[config.mk]
export PLATFORM = sky130hd
export DESIGN_NAME = ones_frame_accum
export DESIGN_NICKNAME = d
export VERILOG_FILES = /design/src/rtl/ones_cnt_pkg.sv /design/src/rtl/ones_frame_accum.sv
export SDC_FILE = /design/constraint.sdc
export NUM_CORES = 1
export LEC_CHECK = 0
export BUFFER_PORTS_ARGS = -buffer_cell sky130_fd_sc_hd__buf_2
export CORE_UTILIZATION = 27
export CTS_CLUSTER_SIZE = 20
export DETAILED_ROUTE_END_ITERATION = 8
export SKIP_CTS_REPAIR_TIMING = 1
export SLEW_MARGIN = 20
export SYNTH_ARGS = -nofsm -noshare
export SYNTH_HDL_FRONTEND = slang
export SYNTH_SLANG_ARGS = --single-unit
[constraint.sdc]
create_clock -name clk -period 3.1 [get_ports clk]
set_clock_uncertainty 0.05 [all_clocks]
set_input_delay 0.465 -clock clk [delete_from_list [all_inputs] [get_ports clk]]
set_output_delay 0.465 -clock clk [all_outputs]
set_load 0.01 [all_outputs]
[src/rtl/ones_cnt_pkg.sv]
// rtl/ones_cnt_pkg.sv - shared types and width helpers for the popcount frame path
package ones_cnt_pkg;

  typedef enum logic [1:0] {
    S_INIT = 2'd0,
    S_ACC  = 2'd1,
    S_HOLD = 2'd2
  } state_t;

  function automatic int calc_cnt_w(input int data_width);
    return $clog2(data_width) + 1;
  endfunction

  function automatic int calc_sum_w(input int data_width, input int max_words);
    return calc_cnt_w(data_width) + $clog2(max_words);
  endfunction

  function automatic int calc_wc_w(input int max_words);
    return $clog2(max_words) + 1;
  endfunction

  // Out-of-range popcounts are clamped to the word width.
  function automatic int sat_cnt(input int cnt, input int data_width);
    return (cnt > data_width) ? data_width : cnt;
  endfunction

endpackage

[src/rtl/ones_frame_accum.sv]
// rtl/ones_frame_accum.sv - per-frame popcount accumulator with sum, word count, max and threshold verdict
module ones_frame_accum
  import ones_cnt_pkg::*;
#(
  parameter int DATA_WIDTH = 16,
  parameter int MAX_WORDS  = 256,
  parameter int CNT_W      = calc_cnt_w(DATA_WIDTH),
  parameter int SUM_W      = calc_sum_w(DATA_WIDTH, MAX_WORDS),
  parameter int WC_W       = calc_wc_w(MAX_WORDS)
) (
  input  logic             clk,
  input  logic             rst_n,
  input  logic             in_valid,
  output logic             in_ready,
  input  logic [CNT_W-1:0] in_cnt,
  input  logic             in_last,
  input  logic [SUM_W-1:0] thresh,
  output logic             out_valid,
  input  logic             out_ready,
  output logic [SUM_W-1:0] out_sum,
  output logic [WC_W-1:0]  out_words,
  output logic [CNT_W-1:0] out_max,
  output logic             out_over,
  output logic             out_err
);

  state_t state_q, state_d;

  logic [SUM_W-1:0] sum_q, sum_d;
  logic [WC_W-1:0]  words_q, words_d;
  logic [CNT_W-1:0] max_q, max_d;
  logic             err_q, err_d;

  logic             accept;
  logic             room;
  logic             over_range;
  logic [CNT_W-1:0] cnt_c;

  assign accept     = in_valid && (state_q == S_ACC);
  assign room       = words_q < WC_W'(MAX_WORDS);
  assign over_range = in_cnt > CNT_W'(DATA_WIDTH);
  assign cnt_c      = CNT_W'(sat_cnt(int'(in_cnt), DATA_WIDTH));

  always_ff @(posedge clk) begin
    if (!rst_n) begin
      state_q <= S_INIT;
    end else begin
      state_q <= state_d;
    end
  end

  always_comb begin
    state_d = state_q;
    case (state_q)
      S_INIT:  state_d = S_ACC;
      S_ACC:   if (accept && in_last) state_d = S_HOLD;
      S_HOLD:  if (out_ready) state_d = S_ACC;
      default: state_d = S_INIT;
    endcase
  end

  // Handshake outputs decode the registered state only.
  always_comb begin
    in_ready  = (state_q == S_ACC);
    out_valid = (state_q == S_HOLD);
  end

  // Beats past MAX_WORDS leave sum/words/max untouched but mark the frame bad.
  always_comb begin
    sum_d   = sum_q;
    words_d = words_q;
    max_d   = max_q;
    err_d   = err_q;
    if (accept) begin
      if (over_range) begin
        err_d = 1'b1;
      end
      if (room) begin
        sum_d   = sum_q + SUM_W'(cnt_c);
        words_d = words_q + WC_W'(1);
        if (cnt_c > max_q) begin
          max_d = cnt_c;
        end
      end else begin
        err_d = 1'b1;
      end
    end
  end

  always_ff @(posedge clk) begin
    if (!rst_n) begin
      sum_q     <= '0;
      words_q   <= '0;
      max_q     <= '0;
      err_q     <= 1'b0;
      out_sum   <= '0;
      out_words <= '0;
      out_max   <= '0;
      out_over  <= 1'b0;
      out_err   <= 1'b0;
    end else if (accept && in_last) begin
      out_sum   <= sum_d;
      out_words <= words_d;
      out_max   <= max_d;
      out_err   <= err_d;
      out_over  <= (sum_d >= thresh);
      sum_q     <= '0;
      words_q   <= '0;
      max_q     <= '0;
      err_q     <= 1'b0;
    end else begin
      sum_q     <= sum_d;
      words_q   <= words_d;
      max_q     <= max_d;
      err_q     <= err_d;
    end
  end

endmodule

==> metrics.md <==
| Metric | Value |
|---|---|
| Hpwl dp | `5200 um` |
| Worst setup SP type | `input pin` |
| Root buffer cell | `clkbuf_8` |
| P&R area growth vs syn | `30.9%` |
| Via count | `2495` |
| Final ANT Viol Nets | `0` |
| CTS tree | `yes` |
| Post-Syn Instances | `330` |
| Slew @ Worst Pin | `1010 ps` |
| Crit end category | `flop` |
| Core area | `10300 um^2` |
| Worst min path class | `input pin to flop` |
| Synth cell types | `43` |
| PwrDens | `482 nW/um^2` |
| Synth async-reset ratio | `0` |
| Total grt overflow | `0` |
| Design Area, Final | `3740 um^2` |
| CP cell instances | `buf_2 -> nand2b_4 -> inv_4 -> ha_4 -> inv_2 -> fa_2 -> nor2b_4 -> o31a_1 -> o211ai_1 -> xor2_1 -> inv_1 -> ha_1 -> a21o_1 -> a21o_1 -> a211oi_2 -> a21oi_1 -> o221a_2` |
| Commonest cells after routing, fill and taps aside | `dfxtp_1, buf_2, nor2_1, inv_1, o21ai_0` |
| Final setup vio count | `0` |
| Hold Slack | `349 ps` |
| Number of diodes | `0` |
| Hold Path Origin | `out_ready` |
| DRC Markers | `0` |
| Fin crit share | `0.955` |
| Commonest non-fill, non-tap cell in the layout | `dfxtp_1` |
| Largest net degree at the start of global routing | `48` |
| Number of DRC markers in iteration 0 | `74` |
| Hold path cells | `4` |
| Worst path depth | `17` |
| Buffers on Ports | `53` |
| Synth Area per Inst | `8.65 um^2` |
| Syn_nets | `378` |
| VDD IR max | `235 uV` |
| Multi-input combinational cell area | `1560 um^2` |
| Gr usage total | `0.138` |
| Vias per cell | `4.53` |
| Fmax achieved | `0.338 GHz` |
| WP data required | `3280 ps` |
| WP buf/inv | `4` |
| Crit Reg-Reg Endpoint | `out_over` |
| Clock tree buffer depth | `2` |
| Die W | `105 um` |
| LEAKAGE | `1.73 nW` |
| Later-pin clock latency in the skew report | `340 ps` |
| Final WL | `7090 um` |
| Fin. Hold Viols | `0` |
| YS warnings | `0` |
| Worst R2R Start | `sum_q[0]` |
| Worst Reg-to-Reg Cells | `14` |
| Maximum capacitance violations | `0` |
| Slew margin rel. | `0.326` |
| TritonCTS Buffers | `9` |
| I/O pins | `54` |
| Top Family by Delay on Critical Path | `compound AO/OA/AOI/OAI gates` |
| Sequential-to-total area share from yosys stat | `0.414` |
| Worst Path Arrival | `3140 ps` |
| Area contributors post-synth | `dfxtp_1, ha_1, nor2_1, o21ai_0, a21oi_1` |
| Die Y | `105 um` |
| Kind of critical path | `input pin to flop` |
| Sequential cell area | `1180 um^2` |
| Fin. max-slew vios | `0` |
| H-tree level count | `3` |
| Die area | `11000 um^2` |
| Max stage delay on crit path | `360 ps` |
| Routability Congestion | `0.820` |
| DP Area | `3460 um^2` |
| Mapped cell area | `2860 um^2` |
| Clock Sinks | `59` |
| Critical-path top delay cell | `fa_2` |
| Share of cells above drive strength 1 | `0.267` |
| Synth Register Bits | `59` |
| R2R Setup Slk | `190 ps` |
| Crit path top cell by count | `a21o_1` |
| Synth Flop Type | `dfxtp_1` |
| Number of global-route vias before repair | `2686` |
| First-pass GRT wire length | `12200 um` |
| CP Max Fanout | `4` |
| Row count | `37` |
| Starting Density | `0.278` |
| Outcome | `completed` |
| EDFF count, synth | `0` |
| Final Critical Period | `2960 ps` |
| Hold Path Sink | `state_q[1]` |
| Worst-path clk slew | `70 ps` |
| Synth top area share | `0.414` |
| Fillers | `1105` |
| Post-synth top area cell | `dfxtp_1` |
| Initial antenna violation count | `0` |
| Drt first pass iters | `5` |
| Fin nets | `458` |
| Drt wl/cell | `12.9 um` |
area by class of cell:
| cell class | count | area share |
|---|---|---|
| tap | 136 | 0.0455 |
| inverter | 32 | 0.0328 |
| clock buffer | 12 | 0.0415 |
| timing repair buffer | 80 | 0.126 |
| multi-input combinational | 228 | 0.418 |
| clock inverter | 4 | 0.0194 |
| sequential | 59 | 0.316 |
where the power goes:
| group | internal [mW] | switching, mW |
|---|---|---|
| Sequential | 0.781 | 0.0133 |
| Clock | 0.495 | 0.309 |
| Combinational | 0.0868 | 0.117 |
sequential cells by signal, summed over array words and instances, names as in the netlist:
| name | flops |
|---|---|
| out_sum | 13 |
| sum_q | 13 |
| out_words | 9 |
| words_q | 9 |
| max_q | 5 |
| out_max | 5 |
| state_q | 2 |
| err_q | 1 |
| out_err | 1 |
| out_over | 1 |
synthesized netlist by cell type, types with 5 or more instances:
master    instances
nand4_1           6
nand3_1           8
xor2_1           11
buf_2             5
mux2i_1           7
nor2b_1           6
dfxtp_1          59
inv_1            31
a211oi_1         12
nand2_1          19
o21ai_0          27
nor2_1           43
ha_1             24
a21oi_1          24
cells by family (layout without fill, tap and decap cells):
group,Yosys count,after routing,share of synthesized area
and+or+nand+nor,99,99,0.163
AOI/OAI and AO/OA,83,83,0.181
adders and majority gates,25,25,0.112
buffers and inverters,43,128,0.0627
DFF,59,59,0.414
muxes,7,7,0.0245
xor gates and xnor gates,14,14,0.0429
worst reg2reg max path: cells and delay by family (launching register included):
family          cells  cell delay [ps]
simple gates        1              140
flops               1              380
compound gates      7             1120
fa+ha+maj           3              810
xor+xnor            1              220
buf+inv             2              100
stage by stage:
step	utilization	instances	power, mW	setup TNS (ps)	setup slack, ps
global route	0.364	551	1.88	-0.818	-0.818
finish	0.364	551	1.80	0	140
floorplan	-	330	0.932	-67.9	-67.9
detailed placement	0.336	534	1.01	-289	-289
CTS	0.359	550	1.82	0	71.0
global placement	0.336	534	1.01	-207	-207
per-layer routing:
layer,track usage,part of all wire
met1,0.157,0.45
met2,0.243,0.50
met3,0.0412,0.041
met4,0.0533,0.013
met5,0,0
worst max path at each step:
stage	end	slack, ps	from
after CTS	out_over	70	in_cnt[4]
final	out_over	140	in_cnt[4]
after global routing	out_over	-0.8	in_cnt[4]
after detailed placement	out_over	-290	in_cnt[4]
after global placement	out_over	-210	in_cnt[4]
after floorplan	out_over	-70	in_cnt[4]
Power figures use the tool's default switching activity.
